`config.mk`:
```
export PLATFORM = sky130hd
export DESIGN_NAME = ccl_dispatch
export DESIGN_NICKNAME = d
export VERILOG_FILES = /design/src/rtl/ccl_pkg.sv /design/src/rtl/ccl_redirect_reg.sv /design/src/rtl/ccl_dispatch.sv
export SDC_FILE = /design/constraint.sdc
export NUM_CORES = 1
export LEC_CHECK = 0
export CORE_ASPECT_RATIO = 1.4
export CORE_MARGIN = 2
export CORE_UTILIZATION = 58
export CTS_CLUSTER_DIAMETER = 200
export DETAILED_ROUTE_END_ITERATION = 6
export DONT_BUFFER_PORTS = 1
export MAX_ROUTING_LAYER = met4
export PLACE_DENSITY = 0.78
export SETUP_SLACK_MARGIN = 0.15
export SLEW_MARGIN = 25
export SYNTH_ARGS = -nofsm -noshare
export SYNTH_HDL_FRONTEND = slang
export SYNTH_SLANG_ARGS = --single-unit
```
`constraint.sdc`:
```
create_clock -name clock -period 2.01 [get_ports clock]
set_input_delay 0.1005 -clock clock [delete_from_list [all_inputs] [get_ports clock]]
set_output_delay 0.1005 -clock clock [all_outputs]
set_load 0.1 [all_outputs]
```
`src/rtl/ccl_pkg.sv`:
```
// Shared types for the loop-control dispatch block: op encoding, FSM states, fault codes.
// Latency: n/a (types and constants only).
// Backpressure: n/a.
package ccl_pkg;

  // Depth of the external loop-counter stack unit.
  localparam int CCL_DEPTH = 16;

  typedef enum logic [1:0] {
    OP_FLUSH   = 2'b00,
    OP_BREAK   = 2'b01,
    OP_LOOP    = 2'b10,
    OP_ILLEGAL = 2'b11
  } ccl_op_e;

  typedef enum logic [2:0] {
    ST_INIT  = 3'd0,
    ST_IDLE  = 3'd1,
    ST_ISSUE = 3'd2,
    ST_WAIT  = 3'd3,
    ST_OUT   = 3'd4
  } ccl_state_e;

  typedef enum logic [1:0] {
    FC_NONE       = 2'b00,
    FC_ILLEGAL    = 2'b01,
    FC_STACK_ERR  = 2'b10,
    FC_STACK_FULL = 2'b11
  } ccl_fault_e;

endpackage

```
`src/rtl/ccl_redirect_reg.sv`:
```
// Fetch-redirect output register: holds redir_valid/redir_target until fetch accepts.
// Latency: load visible on outputs the cycle after the load pulse.
// Backpressure: redir_target is frozen while redir_valid && !redir_ready.
// Ports: clock/reset (async active-low), load + load_target from the dispatcher,
//        redir_ready from fetch, redir_valid/redir_target to fetch.
module ccl_redirect_reg (
  input  logic        clock,
  input  logic        reset,
  input  logic        load,
  input  logic [31:0] load_target,
  input  logic        redir_ready,
  output logic        redir_valid,
  output logic [31:0] redir_target
);

  logic        valid_q, valid_d;
  logic [31:0] target_q, target_d;

  always_comb begin
    valid_d  = valid_q;
    target_d = target_q;
    if (valid_q && redir_ready) begin
      valid_d = 1'b0;
    end
    // The dispatcher only loads from WAIT, never while a redirect is pending.
    if (load) begin
      valid_d  = 1'b1;
      target_d = load_target;
    end
  end

  always_ff @(posedge clock or negedge reset) begin
    if (!reset) begin
      valid_q  <= 1'b0;
      target_q <= 32'h0;
    end else begin
      valid_q  <= valid_d;
      target_q <= target_d;
    end
  end

  assign redir_valid  = valid_q;
  assign redir_target = target_q;

endmodule

```
`src/rtl/ccl_dispatch.sv`:
```
// Loop-control dispatcher: turns decoded FLUSH/BREAK/LOOP ops into loop-counter stack
// commands and fetch redirects. Latency: accept N -> ccl_command N+1 -> redir_valid N+3.
// Backpressure: one op in flight; in_ready only in IDLE, OUT holds until redir_ready.
// Ports: clock, reset (async active-low); in_* decoded-op handshake; ccl_* command to and
//        registered response from the stack unit; redir_* fetch redirect; fault/fault_code.
module ccl_dispatch
  import ccl_pkg::*;
#(
  parameter int unsigned PC_STEP = 4
) (
  input  logic        clock,
  input  logic        reset,
  input  logic        in_valid,
  output logic        in_ready,
  input  logic [1:0]  in_op,
  input  logic [31:0] in_pc,
  input  logic [31:0] in_count,
  input  logic [31:0] in_offset,
  output logic [1:0]  ccl_command,
  output logic [31:0] ccl_address,
  output logic [31:0] ccl_counter,
  output logic [31:0] ccl_inTarget,
  output logic        ccl_reset,
  input  logic [31:0] ccl_outTarget,
  input  logic        ccl_valid,
  input  logic        ccl_full,
  input  logic        ccl_error,
  output logic        redir_valid,
  output logic [31:0] redir_target,
  input  logic        redir_ready,
  output logic        fault,
  output logic [1:0]  fault_code
);

  localparam logic [31:0] STEP = 32'(PC_STEP);

  ccl_state_e  state_q, state_d;
  ccl_op_e     cmd_q, cmd_d;
  ccl_op_e     op_q, op_d;
  logic [31:0] addr_q, addr_d;
  logic [31:0] cnt_q, cnt_d;
  logic [31:0] tgt_q, tgt_d;
  logic [31:0] pc_q, pc_d;
  logic        fault_q, fault_d;
  ccl_fault_e  fault_code_q, fault_code_d;
  logic        flush_q, flush_d;

  logic        redir_load;
  logic [31:0] redir_load_tgt;
  ccl_op_e     in_op_e;

  // A stack-unit failure reports full vs. generic error only; ccl_error carries no extra
  // information once ccl_valid is low, so it is not decoded separately.
  logic unused_ccl_error;
  assign unused_ccl_error = ccl_error;

  assign in_op_e = ccl_op_e'(in_op);

  always_comb begin
    state_d        = state_q;
    cmd_d          = OP_FLUSH;
    op_d           = op_q;
    addr_d         = addr_q;
    cnt_d          = cnt_q;
    tgt_d          = tgt_q;
    pc_d           = pc_q;
    fault_d        = fault_q;
    fault_code_d   = fault_code_q;
    flush_d        = 1'b0;
    redir_load     = 1'b0;
    redir_load_tgt = pc_q + STEP;

    case (state_q)
      ST_INIT: begin
        state_d = ST_IDLE;
      end

      ST_IDLE: begin
        if (in_valid) begin
          case (in_op_e)
            OP_FLUSH: begin
              flush_d      = 1'b1;
              fault_d      = 1'b0;
              fault_code_d = FC_NONE;
            end
            OP_BREAK, OP_LOOP: begin
              if (in_op_e == OP_LOOP && in_count == 32'h0) begin
                fault_d      = 1'b1;
                fault_code_d = FC_ILLEGAL;
              end else begin
                op_d    = in_op_e;
                pc_d    = in_pc;
                cmd_d   = in_op_e;
                addr_d  = in_pc;
                cnt_d   = in_count;
                // Plain 32-bit adds: targets wrap modulo 2^32 by design.
                tgt_d   = (in_op_e == OP_LOOP) ? (in_pc + in_offset) : (in_pc + STEP);
                state_d = ST_ISSUE;
              end
            end
            default: begin
              fault_d      = 1'b1;
              fault_code_d = FC_ILLEGAL;
            end
          endcase
        end
      end

      // cmd_q is only non-FLUSH for the single cycle spent here.
      ST_ISSUE: begin
        state_d = ST_WAIT;
      end

      // Stack response is registered, so it is valid exactly one cycle after ISSUE.
      ST_WAIT: begin
        if (op_q == OP_BREAK) begin
          redir_load     = 1'b1;
          redir_load_tgt = pc_q + STEP;
          state_d        = ST_OUT;
        end else if (ccl_valid) begin
          redir_load     = 1'b1;
          redir_load_tgt = ccl_outTarget;
          state_d        = ST_OUT;
        end else begin
          fault_d      = 1'b1;
          fault_code_d = ccl_full ? FC_STACK_FULL : FC_STACK_ERR;
          state_d      = ST_IDLE;
        end
      end

      ST_OUT: begin
        if (redir_valid && redir_ready) begin
          state_d = ST_IDLE;
        end
      end

      default: begin
        state_d = ST_INIT;
      end
    endcase
  end

  always_ff @(posedge clock or negedge reset) begin
    if (!reset) begin
      state_q      <= ST_INIT;
      cmd_q        <= OP_FLUSH;
      op_q         <= OP_FLUSH;
      addr_q       <= 32'h0;
      cnt_q        <= 32'h0;
      tgt_q        <= 32'h0;
      pc_q         <= 32'h0;
      fault_q      <= 1'b0;
      fault_code_q <= FC_NONE;
      flush_q      <= 1'b0;
    end else begin
      state_q      <= state_d;
      cmd_q        <= cmd_d;
      op_q         <= op_d;
      addr_q       <= addr_d;
      cnt_q        <= cnt_d;
      tgt_q        <= tgt_d;
      pc_q         <= pc_d;
      fault_q      <= fault_d;
      fault_code_q <= fault_code_d;
      flush_q      <= flush_d;
    end
  end

  ccl_redirect_reg u_redirect (
    .clock       (clock),
    .reset       (reset),
    .load        (redir_load),
    .load_target (redir_load_tgt),
    .redir_ready (redir_ready),
    .redir_valid (redir_valid),
    .redir_target(redir_target)
  );

  // INIT's clear is gated by reset so the stack unit sees no clear while reset is held;
  // it is sampled by the stack unit on the first edge after release.
  assign ccl_reset    = flush_q | ((state_q == ST_INIT) & reset);
  assign in_ready     = (state_q == ST_IDLE);
  assign ccl_command  = cmd_q;
  assign ccl_address  = addr_q;
  assign ccl_counter  = cnt_q;
  assign ccl_inTarget = tgt_q;
  assign fault        = fault_q;
  assign fault_code   = fault_code_q;

endmodule

```
==> results.md, run 1 <==
- Before antenna repair, the detailed router went through 7 iterations.
- The count of distinct cell types in the synthesized netlist is 70.
- The core outline area is 14,400 µm².
- Entering global routing, the biggest net connects 142 pins.
- The DRC violation total after the first TritonRoute iteration is 1,033.
- The first-pass GRT wire length is 51,200 µm.
- The number of max-cap violations is 0.
- The min-delay analysis places its worst path in the category input port to asynchronous set/reset pin.
- The floorplan has 52 rows.
- The starting density of the core is 59.0%.
- The worst-case setup slack after placement is -0.528 ns.
- The net count after synthesis is 1,200.
- The total of flip-flops plus latches after synthesis is 140.
- The worst setup slack after layout is -0.122 ns.
- Broken down by cell family, the worst path's largest delay share belongs to simple AND/OR/NAND/NOR gates.
- The maximum ir drop on the vdd rail is 1.50 mV.
- The stage delay of the slowest cell on the critical path is 0.46 ns.
- After technology mapping, the gate count stands at 1,026.
- Setup slack on the worst reg-to-reg path comes out at -0.12 ns.
- The number of hold-repair buffers added at the cts stage is 104.
- The initial antenna violation count is 0.
- The worst pin sits at a relative slew slack of 57.8%.
- The die covers 15,700 µm².
- The number of buffers and inverters on the critical path is 1.
- The routed via count divided by cell count is 6.44.
- The clock root buffer is clkbuf_16.
- TritonCTS built the clock tree.
- The total clock buffers created by CTS is 17.
- The number of H-tree levels is 4.
- The die extent in x is 106 µm.
- The average cell area after synthesis is 8.31 µm².
- The number of endpoints failing setup at the final stage is 3.
- The share of flip-flops with an asynchronous set or reset after synthesis is 100%.
- Cells with a size suffix above 1 make up 30.1% of the layout.
- The critical path goes through ha_4 -> and4_4 -> nand4_1 -> nor3_2 -> buf_4 -> nand3_1 -> xor2_1 -> nand2_1 -> o21ai_1 -> o21ai_1.
- The number of pins with negative max-slew slack in the final report is 0.
- The proportion of synthesized chip area in sequential cells is 41.1%.
- Of all nets on the critical path, the largest fanout is 5.
- At the end of routability-driven placement, the weighted congestion stood at 0.947.
- After detailed routing, the average wire length per cell comes to 22.8 µm.
- Across all hold checks on the routed design, the worst slack comes to -0.644 ns.
- The residual antenna-violating net count after detailed routing is 0.
- The number of top-level pins is 273.
- Cells fill 89.5% of the core in the end.
- The cell area after technology mapping is 8530 µm².
- The critical path starts at pc_q[2].
- For the pin with the worst max-slew slack, the measured transition is 0.633 ns.
- The final layout contains 1,543 nets.
- The growth of design area from synthesis to finish is 51.7%.
- During synthesis, Yosys emitted a total of 0 warnings.
- The count of input and output buffers is 0.
- The synthesized design contains 0 enable-type register cells.
- The critical path is of the register to register type.
- The setup skew after layout is 0.00971 ns.
- The final number of hold-violating endpoints came to 140.
- Static timing analysis puts the maximum clock frequency at 469 MHz.
- The endpoint identified for the worst register-to-register timing path is u_redirect.redir_target[28].
- After global routing the overflow that remains totals 0.
- The post-route fraction of the period consumed by the critical path is 106%.
- The time the final worst path needs with I/O delays and setup is 2.13 ns.
- The maximum buffer depth of the clock tree is 2.
- Among all flip-flop cells after synthesis, the most frequent one is dfrtp_1.
- The clock-pin slew on the worst setup and hold paths is 0.07 ns.
- Summed over all cells, the static leakage comes to 0.00613 µW.
- The HPWL after detailed placement is 19,700 µm.
- Data on the critical path is required at its endpoint by 2.33 ns.
- The die is 147 µm tall.
- In the routed design, unresolved DRC markers number 1.
- The clock latency of the later-clocked register in the worst-skew pair is 0.44 ns.
- Detailed routing inserted a total of 10,113 vias.
- In this run the critical register-to-register path is launched from pc_q[2].
- Including well taps, the total number of placed cells is 1,408.
- Data on the critical path arrives at its endpoint at 2.45 ns.
- The most prevalent standard cell on the critical path is o21ai_1.
- The clock drives 140 sinks.
- The all-layer global routing usage is 43.2%.
- The cell with the largest stage delay on the worst path is dfrtp_4.
- The checks that failed: DRC, hold timing, setup timing.
- The cell area power density is 1890 nW/µm².
- The worst setup path is launched from a register.
- 0 antenna diodes ended up in the layout.
- The via count of the first global-routing pass came to 10,049.
- The most common cell after layout, fill and taps aside is nand2_1.
- The run finished, with violations left.
- Setup repair after global routing could not meet its margin everywhere.
- Leaving out fill and tap cells, the most frequent cells in the layout are 292 x nand2_1, 250 x buf_4, 114 x dfrtp_1, 104 x dlygate4sd3_1, 56 x o21ai_0.
- The type of destination of the critical path is a register.
- The final layout contains routed wiring with a total length of 35,800 µm.
- The number of cells on the worst reg-to-reg path is 10.
- The final non-filler cell total is 1,571.
-- what timing repair did --
item	CTS	global route
buffers inserted	18	9
gates resized for setup	9	84
endpoints found under the hold margin	258	140
cloned	0	0
setup endpoints to repair	27	88
pin swaps	19	35
-- metrics by stage --
| stage | instance area [µm²] | power, µW | setup TNS (ns) |
|---|---|---|---|
| floorplan | 8760 | 16600 | -26.48 |
| global placement | 10600 | 19600 | -5.77 |
| detailed placement | 10600 | 19900 | -6.40 |
| CTS | 12400 | 23400 | 0 |
| global route | 12900 | 25100 | -0.926 |
| finish | 12900 | 24400 | -0.201 |
-- sequential cells by signal (all words and copies together) (netlist names) --
register and flops:
ccl_inTarget 32, ccl_counter 32, ccl_command 2, pc_q 32, fault_code 2, state_q 3, u_redirect.redir_target 32, fault 1
flush_q 1, u_redirect.redir_valid 1, op_q 2
-- layer usage --
layer	global-route usage [%]	vias to the layer above	part of all wire, %
li1	-	4234	-
met1	47.2	4738	34
met2	69.2	853	48
met3	11.4	288	10
met4	28.6	0	8.0
met5	-	-	0
-- Yosys cell counts, drive strengths merged, types with 11 or more instances --
master  count  area share [%]
nand3      30             1.8
and3       12            0.90
ha         36             5.3
nor3       12            0.70
inv        21            0.92
xor2       36             3.7
o21ai     102             6.0
a21oi      51             3.0
dfrtp     140              41
nand2     297              13
xnor2      42             4.3
a21o       14             1.2
nor2       50             2.2
nor4       11             1.3
clkbuf     39             1.8
nand4      18             1.5
-- worst max path at each step --
stage,end,depth (start not counted)
6_report,u_redirect.redir_target[28],10
5_1_grt,u_redirect.redir_target[28],10
4_1_cts,u_redirect.redir_target[26],10
3_3_place_gp,ccl_inTarget[26],10
3_5_place_dp,ccl_inTarget[30],10
2_1_floorplan,ccl_inTarget[26],6
-- where the power goes --
group | internal, µW | leakage [µW] | total, µW | switching, µW
sequential | 4170 | 0.00172 | 4950 | 785
combinational | 3510 | 0.00412 | 16300 | 12800
clock | 1870 | 0.000278 | 3200 | 1320
-- final cells by class --
cell class / instances / area (µm²)
fillers: 614 / 1510
clock buffers: 20 / 447
multi-input cells: 816 / 5270
flip-flops and latches: 140 / 3570
well taps: 189 / 236
inverters: 21 / 78.8
clock inverters: 12 / 136
repair buffers: 373 / 3190
-- kinds of logic (layout without fill, tap and decap cells) --
kind of cell / after synthesis / in the layout / share of synthesized area (%)
simple gates: 458 / 458 / 24.1
compound gates: 232 / 232 / 16.6
flops: 140 / 140 / 41.1
xor+xnor: 78 / 78 / 8.01
buf+inv: 70 / 426 / 3.43
fa+ha+maj: 37 / 37 / 5.52
mux: 11 / 11 / 1.31
Note: power is estimated with default switching activity, not from simulation.
==> inputs of run 2 (changes only) <==
--- a/config.mk
+++ b/config.mk
@@ -17,4 +17,5 @@
 export SLEW_MARGIN = 25
 export SYNTH_ARGS = -nofsm -noshare
 export SYNTH_HDL_FRONTEND = slang
+export SYNTH_HIERARCHICAL = 1
 export SYNTH_SLANG_ARGS = --single-unit
==> run 2 against run 1 <==
  * Design area is 2.3% higher
  * The flow still finishes with violations (DRC, hold timing, setup timing)
  * Highest routed layer unchanged
  * Clock skew is 0.0021 ns higher
  * Non-clock buffer count is 15 lower
  * Final cell count is 2.0% lower
  * Flip-flop and latch count stayed put
  * Core utilization is 1.2 points higher
  * Via count is 2.5% higher
  * Clock-buffer cell count is 3 lower
  * Area after synthesis is 1.7% higher
  * Largest cell class unchanged
  * Critical path depth stayed put
==> results.md, run 2 <==
- The total number of clock tree sinks is 140 (unchanged).
- Grouping stages by cell kind, the critical path spends the most delay in simple AND/OR/NAND/NOR gates.
- The run finished, with violations left.
- The number of warnings issued by yosys came to 6 (+6).
- The worst max-slew margin expressed relative to the limit came to 57.4% (-0.39 points).
- The most frequent cell after synthesis is nand2_1.
- The number of detailed-routing iterations run before antenna repair was 7 (unchanged).
- The proportion of synthesized chip area in sequential cells is 40.4% (-0.69 points).
- The total of flip-flops plus latches after synthesis came to 140 (unchanged).
- The checks that failed: DRC, hold timing, setup timing.
- The time the final worst path needs with I/O delays and setup was 2.52 ns (+0.391 ns).
- The upper clock frequency limit is 396 MHz (-15%).
- The post-detailed-route wirelength per cell came to 26.8 µm (+17%).
- The largest area contributor in the synthesized netlist is dfrtp_1.
- The residual antenna-violating net count after detailed routing was 0 (unchanged).
- The number of max-cap violations is 0 (unchanged).
- The height of the die came to 149 µm (+0.83%).
- The average cell area after synthesis was 8.69 µm² (+4.6%).
- The core outline area is 14,600 µm² (+0.90%).
- The post-synthesis share of cell area spent on xor and xnor gates is 7.88% (-0.14 points).
- The count of input and output buffers was 0 (unchanged).
- The share of synthesized cell area in and, or, nand and nor gates is 22.0% (-2.1 points).
- The setup skew after layout is 0.0118 ns (+0.00207 ns).
- The maximum net fanout on the critical path came to 4 (-1).
- The mux share of post-synthesis cell area was 6.85% (+5.5 points).
- The via count is 10,368 (+2.5%).
- The total congestion overflow after global routing is 0 (unchanged).
- The growth of design area from synthesis to finish is 52.5%.
- The initial antenna violation count is 4 (+4).
- The adder and majority cell fraction of the synthesized area is 5.42% (-0.093 points).
- The net count after synthesis is 1,172 (-2.3%).
- The post-route fraction of the period consumed by the critical path came to 126% (+19 points).
- The row count is 52 (unchanged).
- The worst endpoint required time is 2.33 ns (about the same).
- The first-pass GRT wire length is 55,000 µm (+7.5%).
- Sorting the synthesized cells by area gives the leading types as dfrtp_1 40%, nand2_1 11%, ha_1 5.2%, mux2_4 5.0%, a21oi_1 4.3%.
- The number of hold-repair buffers added at the cts stage is 83 (-20%).
- The area of the die is 16,000 µm² (+1.7%).
- The DRC violation total after the first TritonRoute iteration is 1,599 (+55%).
- The all-layer global routing usage is 46.8% (+3.6 points).
- By area, the combinational part of the netlist is dominated by simple AND/OR/NAND/NOR gates.
- The routed via count divided by cell count is 6.74 (+4.7%).
- The maximum buffer depth of the clock tree is 2 (unchanged).
- The CTS tree is built.
- The final weighted congestion in routability-driven placement is 0.935 (-1.3%).
- The most frequently used flop master after synthesis is dfrtp_1.
- The number of H-tree levels came to 4 (unchanged).
- The total clock buffers created by CTS is 17 (unchanged).
- The count of nets after finishing is 1,507 (-2.3%).
- The post-synthesis compound-gate area fraction was 13.8% (-2.7 points).
- Setup repair after global routing could not meet its margin everywhere.
- The final number of hold-violating endpoints is 140 (unchanged).
- The number of pins with negative max-slew slack in the final report was 0 (unchanged).
- The final routed wirelength across all metal layers is 41,200 µm (+15%).
- The number of standard cells after synthesis is 998 (-2.7%).
- The largest net degree at the start of global routing came to 142 (unchanged).
- The starting density of the core is 59.5% (+0.48 points).
- The worst path arrival time came to 2.84 ns (+0.39 ns).
- Among all stages on the critical path, the largest delay is contributed by dfrtp_4.
- Traced cell by cell, the critical path runs through ha_4 -> nand3_2 -> nor4_4 -> and4_4 -> buf_4 -> buf_6 -> nand3_4 -> xor2_2 -> a21oi_2 -> mux2_4.
- The cell area after technology mapping came to 8670 µm² (+1.7%).
- The HPWL after detailed placement is 20,400 µm (+3.8%).
- Leaving out fill and tap cells, the most frequent cell in the layout is buf_4.
- The hold slack came to -0.640 ns (+0.00485 ns).
- The type of the worst min-delay path is input port to asynchronous set/reset pin.
- The worst setup slack after layout was -0.513 ns (-0.391 ns).
- The die extent in x is 107 µm (+0.82%).
- The portion of synthesized cell area occupied by the leading cell type is 40.4% (-0.69 points).
- The library cells used most frequently in the layout, excluding fill and tap cells, are 250 x buf_4, 233 x nand2_1, 122 x dfrtp_1, 83 x dlygate4sd3_1, 67 x nor2_1.
- The critical path is of the register to register type.
- The tree is rooted in a clkbuf_16.
- Sorting the synthesized cells by how often they occur yields 246 x nand2_1, 140 x dfrtp_1, 76 x nor2_1.
- The residual DRC count is 13 (+12).
- The clock-pin slew on the worst setup and hold paths is 0.07 ns (about the same).
- The share of flip-flops with an asynchronous set or reset after synthesis was 100% (unchanged).
- The number of enable flip-flop cells after synthesis is 0 (unchanged).
- The number of endpoints failing setup at the final stage is 14 (+11).
- The stage delay of the slowest cell on the critical path came to 0.46 ns (about the same).
- The count of distinct cell types in the synthesized netlist was 63 (-10%).
- The type of destination of the critical path is a register.
- STA classifies the critical path startpoint as a register.
- The layout cell share with drive strength beyond 1 is 36.9% (+6.8 points).
- The via count of the first global-routing pass is 9,975 (-0.74%).
- The number of buffer and inverter stages on the critical path was 2 (+1).
- The slew at the pin closest to its max-slew limit came to 0.637 ns (+0.00351 ns).
- The clock latency of the later-clocked register in the worst-skew pair came to 0.43 ns (about the same).
- The share of the core filled with cells is 90.7% (+1.2 points).
- The number of top-level pins is 273 (unchanged).
-- run 2: cell types whose count changed after synthesis, sizes merged, moves of 5 or more --
cell    before  now
o21ai      102   49
nand2      297  246
mux2         1   36
nor2        50   76
a21oi       51   76
clkbuf      39   25
and3        12   22
buf         10   17
nand4       18   11
o21bai      10    3
o22ai       10    3
nor3        12   18
o221ai       6    1
-- run 2: cell type report --
class | count | area (µm²)
Antenna cell | 4 | 10.0
Inverter | 22 | 82.6
Clock inverter | 15 | 210
Timing Repair Buffer | 358 | 3070
Multi-Input combinational cell | 794 | 5630
Fill cell | 553 | 1350
Clock buffer | 17 | 425
Tap cell | 189 | 236
Sequential cell | 140 | 3560
-- run 2: cells by family (layout without fill, tap and decap cells) --
family | count (synthesis) | in the layout
multiplexers | 44 | 44
AO/OA/AOI/OAI | 196 | 196
flip-flops | 140 | 140
AND/OR/NAND/NOR | 439 | 439
adder cells (fa/ha/maj) | 37 | 37
buffers and inverters | 64 | 412
XOR/XNOR | 78 | 78
other | 0 | 4
-- run 2: per-stage QoR --
stage / setup WS [ns] / area (µm²) / instances / setup TNS [ns]
final: -0.513 / 13200 / 1539 / -3.42
after global routing: -0.968 / 13200 / 1539 / -4.32
after CTS: -0.138 / 12600 / 1517 / -0.667
after detailed placement: -0.498 / 10900 / 1399 / -4.55
after global placement: -0.384 / 10900 / 1399 / -4.07
after floorplan: -0.439 / 9060 / 998 / -15.79
-- run 2: worst reg2reg max path: stages, from the launching register on --
cell and delay [ns]:
dfrtp_4 0.46, ha_4 0.16, nand3_2 0.11, nor4_4 0.21
and4_4 0.30, buf_4 0.12, buf_6 0.14, nand3_4 0.15
xor2_2 0.39, a21oi_2 0.11, mux2_4 0.29
-- run 2: metal layers --
metal	share of wire (%)	track usage, %
met5	0	-
met4	11	35.6
met3	13	17.0
met2	46	73.1
met1	30	47.5
-- run 2: worst paths after layout --
kind,start,endpoint,slack (ns),cells past startpoint
hold reg to reg,ccl_counter[25],ccl_counter[25],0.51,2
hold / removal,reset,fault_code[0],-0.64,0
setup reg to reg,pc_q[2],u_redirect/redir_target[22],-0.51,10
setup / recovery,pc_q[2],u_redirect/redir_target[22],-0.51,10
min in group clock,ccl_outTarget[7],u_redirect/redir_target[7],0,3
max in group asynchronous,reset,ccl_counter[14],2.41,0
-- run 2: repair_timing --
item | in CTS | in global routing
setup endpoints to repair | 45 | 113
endpoints found under the hold margin | 244 | 140
pin swaps | 25 | 37
setup buffers | 3 | 16
cloned | 0 | 2
gates resized for setup | 39 | 89
Power of run 2 is not shown: default switching activity piles up to over one toggle a cycle in this logic, so the estimate is an artifact.
